===== src/rtl/key_load_ctrl.sv =====
// Key load controller: accepts a 16-byte key into an external 16x8 shift register and streams it back out.
// Optional macro KEY_ROTATE_EN: stream from the last stage and rotate the stored key by one byte per pass.
module key_load_ctrl (
    input  logic       CLK,
    input  logic       RST,
    input  logic       Start,
    input  logic       Replay,
    input  logic [7:0] Din,
    input  logic       DinValid,
    output logic       DinReady,
    output logic [7:0] SrlD,
    output logic       SrlCE,
    output logic [3:0] SrlAddr,
    input  logic [7:0] SrlQ,
    input  logic [7:0] SrlQ15,
    output logic [7:0] KeyOut,
    output logic       KeyValid,
    output logic       Done,
    output logic       Busy
);

    typedef enum logic [1:0] {
        S_IDLE = 2'd0,
        S_LOAD = 2'd1,
        S_READ = 2'd2
    } state_t;

`ifdef KEY_ROTATE_EN
    // Sixteen streamed bytes plus one extra shift that leaves the key rotated.
    localparam logic [4:0] READ_LAST = 5'd16;
`else
    localparam logic [4:0] READ_LAST = 5'd15;
`endif
    localparam logic [4:0] LOAD_LAST = 5'd15;

    state_t     r_state;
    state_t     w_state_next;
    logic [4:0] r_cnt;
    logic [4:0] w_cnt_next;
    logic       r_loaded;
    logic       w_loaded_next;
    logic [7:0] r_key_out;
    logic       r_key_valid;
    logic       r_done;

    logic       w_accept;
    logic       w_pass;
    logic       w_last_byte;
    logic [7:0] w_tap;
    logic       w_unused;

`ifdef KEY_ROTATE_EN
    assign w_tap    = SrlQ15;
    assign w_unused = ^SrlQ;
`else
    assign w_tap    = SrlQ;
    assign w_unused = ^SrlQ15;
`endif

    always_comb begin
        w_state_next  = r_state;
        w_cnt_next    = r_cnt;
        w_loaded_next = r_loaded;
        DinReady      = 1'b0;
        SrlCE         = 1'b0;
        SrlD          = 8'h00;
        SrlAddr       = 4'h0;
        w_accept      = 1'b0;
        w_pass        = 1'b0;
        w_last_byte   = 1'b0;

        case (r_state)
            S_IDLE: begin
                w_cnt_next = 5'd0;
                if (Start) begin
                    w_state_next = S_LOAD;
                end else if (Replay && r_loaded) begin
                    w_state_next = S_READ;
                end
            end

            S_LOAD: begin
                DinReady = 1'b1;
                w_accept = DinValid;
                if (w_accept) begin
                    SrlCE      = 1'b1;
                    SrlD       = Din;
                    w_cnt_next = r_cnt + 5'd1;
                    if (r_cnt == LOAD_LAST) begin
                        w_loaded_next = 1'b1;
                        w_cnt_next    = 5'd0;
                        w_state_next  = S_READ;
                    end
                end
            end

            S_READ: begin
                w_cnt_next  = r_cnt + 5'd1;
                w_last_byte = (r_cnt == 5'd15);
`ifdef KEY_ROTATE_EN
                // Feed the last stage back to the input so the key recirculates.
                SrlAddr = 4'd15;
                SrlCE   = 1'b1;
                SrlD    = SrlQ15;
                w_pass  = ~r_cnt[4];
`else
                // Oldest byte sits at tap 15; walk the taps down without shifting.
                SrlAddr = 4'd15 - r_cnt[3:0];
                w_pass  = 1'b1;
`endif
                if (r_cnt == READ_LAST) begin
                    w_cnt_next   = 5'd0;
                    w_state_next = S_IDLE;
                end
            end

            default: begin
                w_state_next = S_IDLE;
                w_cnt_next   = 5'd0;
            end
        endcase
    end

    always_ff @(posedge CLK) begin
        if (RST) begin
            r_state     <= S_IDLE;
            r_cnt       <= 5'd0;
            r_loaded    <= 1'b0;
            r_key_out   <= 8'h00;
            r_key_valid <= 1'b0;
            r_done      <= 1'b0;
        end else begin
            r_state     <= w_state_next;
            r_cnt       <= w_cnt_next;
            r_loaded    <= w_loaded_next;
            r_key_valid <= w_pass;
            r_done      <= w_last_byte;
            if (w_pass) begin
                r_key_out <= w_tap;
            end
        end
    end

    assign KeyOut   = r_key_out;
    assign KeyValid = r_key_valid;
    assign Done     = r_done;
    assign Busy     = (r_state != S_IDLE);

endmodule


===== config.mk =====
export PLATFORM = sky130hd
export DESIGN_NAME = key_load_ctrl
export DESIGN_NICKNAME = d
export VERILOG_FILES = /design/src/rtl/key_load_ctrl.sv
export SDC_FILE = /design/constraint.sdc
export NUM_CORES = 1
export LEC_CHECK = 0
export ABC_AREA = 0
export CAP_MARGIN = 20
export CORE_ASPECT_RATIO = 1.25
export CORE_UTILIZATION = 39
export CTS_CLUSTER_SIZE = 12
export DETAILED_ROUTE_END_ITERATION = 16
export PLACE_DENSITY = 0.85
export SKIP_LAST_GASP = 1
export SYNTH_ARGS = -nofsm -noshare
export SYNTH_HDL_FRONTEND = slang
export SYNTH_SLANG_ARGS = --single-unit

===== constraint.sdc =====
create_clock -name CLK -period 3.1 [get_ports CLK]
set_clock_uncertainty 0.15 [all_clocks]
set_input_delay 0.62 -clock CLK [delete_from_list [all_inputs] [get_ports CLK]]
set_output_delay 0.62 -clock CLK [all_outputs]
set_load 0.05 [all_outputs]

# After elaboration in Yosys (flattened, before gate mapping)
# Index checks and enable logic that the tools add are counted.
# op_classes
eq_ne	7
reduce_logical	6
order_cmp	0
mul	0
n_shift	0
div_mod_pow	0
addsub	2
bitwise_logic	1
n_mux	16
# ops
operator	n
two-way mux 8 bit	2
two-way mux 2 bit	5
two-way mux 5 bit	2
one-hot mux 5 bit (2 select lines)	1
!= test 2 bit (second input constant)	3
one-hot mux 2 bit (3 select lines)	1
adder 5 x 1 -> 5 bit (second input constant)	1
equality test 5 x 4 -> 1 bit (second input constant)	1
two-way mux 1 bit	4
two-way mux 4 bit	1
AND reduction 4 bit	1
subtractor 4 bit (first input constant)	1
!= test 3 bit (second input constant)	1
AND reduction 3 bit	1
equality test 2 x 1 -> 1 bit (second input constant)	1
equality test 2 bit (second input constant)	1
zero test 2 bit	1
nonzero test 2 bit	1
OR reduction 2 bit	1
logical AND 1 bit	1
inverter 1 bit	1
# totals
ramBits	0
register_bits	18
romBits	0
out_inout_bits	25
inputBits	29
latchBits	0
n_memories	0
word_cells	38

# Logic depth before layout (Yosys ltp)
# Gate-level depths: netlist of run 1.
# depth
depth_word	4
ltp_mapped	6
mapped_depth_nobuf	5

# Worst setup path after synthesis of run 1
# No wires, ideal clock.
# synth_timing
kind	reg-to-output
from	register r_state[1]
to	output SrlD[0]
stages_incl_launch_ff	5
required_time_ns	2.330
slack_ns	0.700
n_path_buf	1
t_arrival_ns	1.630
path_cell_list	dfxtp_1 -> inv_1 -> ha_1 -> clkbuf_1 -> and3_1
# synth_via
elab_chain_cells	2
# synth_rtl
element	line	text
start, declared	36	state_t r_state;
start signal, assigned	133	r_state <= w_state_next;
equality test 2 x 1 -> 1 bit	72	case (r_state)
two-way mux 8 bit	72	
end, declared	11	output logic [7:0] SrlD,
# Every way passes these cells.

# Final worst setup path of run 1
# layout_timing
from	register r_state[1]
to	output DinReady
# layout_via
elab_chain_cells	2
# layout_rtl
element	line	text
equality test 2 x 1 -> 1 bit	72	
two-way mux 1 bit	72	
end, declared	10	output logic DinReady,
# Every way passes these cells.

==> results of run 1 <==
## cells by family (layout without fill, tap and decap cells)
| family | after synthesis | in the layout | synth area share (%) |
|---|---|---|---|
| AOI/OAI and AO/OA | 10 | 10 | 7.615 |
| muxes | 9 | 9 | 10.35 |
| and+or+nand+nor | 44 | 44 | 29.60 |
| adders and majority gates | 4 | 4 | 5.747 |
| buffers and inverters | 10 | 54 | 5.314 |
| DFF | 18 | 18 | 41.38 |
## worst paths after layout
check / endpoint / depth (start not counted) / start
hold reg to reg: r_cnt[4] / 1 / r_cnt[4]
hold / removal: r_cnt[4] / 1 / r_cnt[4]
setup / recovery: DinReady / 3 / r_state[1]
setup reg to reg: r_state[1] / 6 / r_state[0]
## Yosys cell counts (all sizes together)
| cell | n |
|---|---|
| clkbuf | 4 |
| a31oi | 1 |
| nand2 | 5 |
| nand4 | 2 |
| a221o | 1 |
| and3 | 8 |
| nand4b | 3 |
| nand3 | 2 |
| nor3b | 1 |
| mux2i | 9 |
| a211oi | 2 |
| ha | 4 |
| buf | 2 |
| nor2 | 9 |
| or4b | 1 |
| nor2b | 9 |
| dfxtp | 18 |
| o21ba | 1 |
| or2 | 1 |
| a21oi | 4 |
| nand2b | 2 |
| inv | 4 |
| nand3b | 1 |
| o21ai | 1 |
## cell type report
type / instances / area [um^2]
fill: 168 / 675.6
multi-input combinational: 67 / 464.2
timing repair buffer: 46 / 460.4
sequential: 18 / 360.3
tap: 30 / 37.54
clock buffer: 4 / 36.28
inverter: 4 / 15.01
## report_power, final
| part | internal (mW) | total (mW) | switching [mW] |
|---|---|---|---|
| Combinational | 0.291 | 0.761 | 0.471 |
| Sequential | 0.276 | 0.304 | 0.0278 |
| Clock | 0.0714 | 0.140 | 0.0682 |
| Total | 0.638 | 1.20 | 0.567 |
## critical path, stage by stage (launching register included)
cell	delay, ns
dfxtp_1	0.32
inv_1	0.09
ha_1	0.38
clkdlybuf4s50_1	0.87
## sequential cells by signal, summed over array words and instances (netlist names)
| name | cells |
|---|---|
| r_state | 2 |
| r_cnt | 5 |
| KeyValid | 1 |
| r_loaded | 1 |
| KeyOut | 8 |
| Done | 1 |
## layer usage
layer	share of wire, %	up-vias	global-route usage (%)
met5	0	-	0
met4	0	0	4.545
met3	7.1	0	2.970
met2	53	33	35.05
met1	40	382	18.75
li1	-	417	-
## stage by stage
step	util, %	instances	power (mW)	hold slack (ns)
6_report	67.03	169	1.205	0.3386
5_1_grt	67.03	169	1.276	0.3513
4_1_cts	67.03	169	1.217	0.3410
3_5_place_dp	65.26	165	1.073	0.3260
3_3_place_gp	65.26	165	1.052	0.3091
2_1_floorplan	-	95	0.8510	0.3020
==> results.json, run 1 <==
{
  "drive_gt1_share_pct": 11.51,
  "mostFrequentLayoutCell": "clkdlybuf4s50_1",
  "pin_count": 54,
  "synth_cells": 95,
  "cts_sinks": 18,
  "areaGrowthSynthToFinish_pct": 57.76,
  "post-cts-setup-buffers": 0,
  "diodes": 0,
  "vdd_drop_max_v": 0.0005157,
  "first_pass_iters": 6,
  "chipWidth_um": 44.27,
  "ant_nets": 0,
  "cts_tree": "yes",
  "worstSetupPathType": "reg2out",
  "rrSetupSlack_ns": 1.09,
  "insertion_delay_ns": 0.28,
  "place_congestion": 0.6328,
  "post-route-min-period_ns": 2.726,
  "grt_use_total_pct": 17.58,
  "cts_resized": 0,
  "nets": 173,
  "syn_avg_cell_area_um2": 9.167,
  "rsz0062_at_grt": "no",
  "fin_area_um2": 1374,
  "finalCritPeriodShare_pct": 87.94,
  "fp.dieH_um": 54.83,
  "synth_top_area_share_pct": 41.38,
  "place_hpwl_um": 1611,
  "cellLeakagePower_nw": 0.5770,
  "numCtsBuffers": 3,
  "place_area_um2": 1338,
  "port_buffers": 45,
  "slew_violations": 0,
  "max-slew-margin-rel_pct": 58.52,
  "viasPerCell": 4.923,
  "status": "completed",
  "maxCapViolations": 0,
  "endpoint_kind": "output port",
  "grt_pass1_wl_um": 3174,
  "detailedPlace.worstSlack_ns": 0.6662,
  "htreeDepth": 1,
  "detail_route.wl_per_cell_um": 12.17,
  "power-per-cell-area_nw_per_um2": 877.0,
  "grt_overflow": 0,
  "holdBufCountCts": 0,
  "core_um2": 2049,
  "fin_setup_tns_ns": 0,
  "cp_max_fo": 14,
  "clock.fmax_ghz": 0.3668,
  "synth_top_area_cell": "dfxtp_1",
  "totalWireLength_um": 2056,
  "syn_area_um2": 870.8,
  "cts.clk_slew.worst_paths_ns": 0.10,
  "setup_ws_ns": 0.3737,
  "cp-start-kind": "register",
  "drc": 0,
  "yosysUniqueCellTypes": 26,
  "mostFrequentLayoutCells": "clkdlybuf4s50_1 (36), dfxtp_1 (18), nor2b_1 (9), mux2i_1 (9), nor2_1 (9)",
  "start_util_pct": 42.49,
  "cp_data_required_time_ns": 2.33,
  "synth-seq-cells": 18,
  "max-clock-path-buffers": 2,
  "yosysSeqAreaShare_pct": 41.38,
  "grt_max_degree": 19,
  "num_rows": 18,
  "setup_viol": 0,
  "synthTopCellsByArea": "dfxtp_1 (41%), mux2i_1 (10%), nor2b_1 (6.5%)",
  "worstPathArrival_ns": 1.96,
  "yosys_warnings": 0,
  "initialDrtViolationCount": 13,
  "hold_viol_final": 0,
  "antenna_found_initial": 0,
  "die_area_um2": 2427,
  "cts-root-buf": "clkbuf_4",
  "route.vias.total": 832,
  "synth_nets": 128,
  "grt_pass1_vias": 740,
  "hold_path_class": "reg2reg",
  "worstMarginPinSlew_ns": 0.6203
}
Power figures use the tool's default switching activity.
==> run 2, diff against run 1 <==
--- a/config.mk
+++ b/config.mk
@@ -9,6 +9,7 @@
 export CAP_MARGIN = 20
 export CORE_ASPECT_RATIO = 1.25
 export CORE_UTILIZATION = 39
+export CTS_CLUSTER_DIAMETER = 150
 export CTS_CLUSTER_SIZE = 12
 export DETAILED_ROUTE_END_ITERATION = 16
 export PLACE_DENSITY = 0.85
==> results of run 2 <==
No change in the layout: final DEF, timing and power equal those of run 1.
==> run 3, diff against run 2 <==
--- a/config.mk
+++ b/config.mk
@@ -9,6 +9,7 @@
 export CAP_MARGIN = 20
 export CORE_ASPECT_RATIO = 1.25
 export CORE_UTILIZATION = 39
+export CTS_BUF_LIST = sky130_fd_sc_hd__clkbuf_16
 export CTS_CLUSTER_DIAMETER = 150
 export CTS_CLUSTER_SIZE = 12
 export DETAILED_ROUTE_END_ITERATION = 16
==> results.json, run 3 (synthesis results as in run 1) <==
{
  "viasPerCell": 4.964,
  "rsz0062_at_grt": "no",
  "drive_gt1_share_pct": 10.79,
  "mostFrequentLayoutCell": "clkdlybuf4s50_1",
  "antenna_found_initial": 0,
  "top_usage_layer": "met2",
  "fin_setup_tns_ns": 0,
  "maxCapViolations": 0,
  "grt_use_met2_pct": 35.29,
  "hold_path_class": "reg2reg",
  "grt_pass1_wl_um": 3249,
  "post-route-min-period_ns": 2.669,
  "fin_util_pct": 69.11,
  "cellLeakagePower_nw": 0.5946,
  "max-clock-path-buffers": 2,
  "cts_sinks": 18,
  "worstPathArrival_ns": 1.90,
  "worstMarginPinSlew_ns": 0.6231,
  "areaGrowthSynthToFinish_pct": 62.64,
  "setup_viol": 0,
  "die_area_um2": 2427,
  "hold_viol_final": 0,
  "insertion_delay_ns": 0.24,
  "p_sw_mw": 0.5829,
  "finalCritPeriodShare_pct": 86.10,
  "initialDrtViolationCount": 12,
  "cp_max_fo": 14,
  "core_um2": 2049,
  "crit_slowest_cell": "clkdlybuf4s50_1",
  "cts_tree": "yes",
  "path_delay_family": "buffers and inverters",
  "detail_route.wl_per_cell_um": 12.44,
  "grt_max_degree": 19,
  "instances_no_fill": 169,
  "power_frac_seq_pct": 23.1,
  "max-slew-margin-rel_pct": 58.33,
  "num_rows": 18,
  "path_cells": "inv_1, ha_1, clkdlybuf4s50_1",
  "diodes": 0,
  "ant_nets": 0,
  "drc": 0,
  "worstSetupPathType": "reg2out",
  "grt_use_total_pct": 18.34,
  "status": "completed",
  "nets": 173,
  "route.vias.total": 839,
  "cp-start-kind": "register",
  "numCtsBuffers": 3,
  "slew_violations": 0,
  "grt_overflow": 0,
  "endpoint_kind": "output port",
  "largest_reg_flops": 8,
  "grtUsageMet3_pct": 3.960,
  "power-per-cell-area_nw_per_um2": 933.5,
  "fp.dieH_um": 54.83,
  "switching_share_pct": 44.09,
  "grt_util_met1_pct": 18.95,
  "place_congestion": 0.6328,
  "holdBufCountCts": 0,
  "grt_pass1_vias": 754,
  "clock.fmax_ghz": 0.3746,
  "totalWireLength_um": 2102,
  "mostFrequentLayoutCells": "clkdlybuf4s50_1 (36), dfxtp_1 (18), nor2b_1 (9), mux2i_1 (9), nor2_1 (9)",
  "vdd_drop_max_v": 0.0005058,
  "start_util_pct": 42.49,
  "chipWidth_um": 44.27,
  "cp_data_required_time_ns": 2.33,
  "port_buffers": 45,
  "post-cts-setup-buffers": 0,
  "cts-root-buf": "clkbuf_16",
  "first_pass_iters": 5,
  "htreeDepth": 1,
  "place_hpwl_um": 1611,
  "p_int_mw": 0.7393,
  "cpPeakStageDelay_ns": 0.87,
  "critPathBufInv": 2,
  "cts_resized": 0,
  "clock_power_share_pct": 19.1,
  "dp_cells": 165,
  "fillers": 164,
  "combPwrFrac_pct": 57.8,
  "pin_count": 54,
  "cts.clk_slew.worst_paths_ns": 0.05
}
run 3: changes by cell type in the layout (fill, tap and decap cells not counted), sizes merged:
cell    previous run  this run
clkbuf             4         3
clkinv             0         1
run 3: routing by layer:
| layer | vias to the layer above | wire, um |
|---|---|---|
| met5 | - | 0 |
| met4 | 0 | 0 |
| met3 | 0 | 150 |
| met2 | 33 | 1124 |
| met1 | 389 | 827 |
| li1 | 417 | - |
run 3: path summary, 6_finish.rpt:
kind,from,to,slack [ns],cells after the start
worst min register to register,r_cnt[4],r_cnt[4],0.33,1
worst min-delay path,r_cnt[4],r_cnt[4],0.33,1
worst max-delay path,r_state[1],DinReady,0.43,3
worst max register to register,r_state[0],r_state[1],1.10,6
run 3: worst reg2reg max path: stages (launching register included):
cell and delay (ns):
dfxtp_1 0.36, inv_1 0.07, ha_1 0.25, buf_4 0.21, or2_0 0.23, a221o_1 0.38
a211oi_1 0.25
run 3: power by group through the flow:
stage                     Clock, mW  Sequential [mW]  Combinational [mW]
after floorplan                   0            0.392               0.459
after global placement            0            0.307               0.746
after detailed placement          0            0.309               0.764
after CTS                     0.259            0.306               0.769
after global routing          0.267            0.311               0.811
final                         0.253            0.306               0.764
run 3: cell type report:
cell class	instances	area (um^2)	share of cell area, %
multi-input cells	67	464.2	32.77
flip-flops and latches	18	360.3	25.44
clock inverters	1	3.754	0.2650
clock buffers	3	75.07	5.300
repair buffers	46	460.4	32.51
well taps	30	37.54	2.650
inverters	4	15.01	1.060
run 3: per-stage QoR:
step | hold WS, ns | area (um^2) | setup WS (ns) | power, mW
3_5_place_dp | 0.3260 | 1338 | 0.6662 | 1.073
5_1_grt | 0.3425 | 1416 | 0.3094 | 1.389
6_report | 0.3312 | 1416 | 0.4307 | 1.322
3_3_place_gp | 0.3091 | 1338 | 0.6952 | 1.052
4_1_cts | 0.3335 | 1416 | 0.4095 | 1.333
2_1_floorplan | 0.3020 | 870.8 | 0.7005 | 0.8510
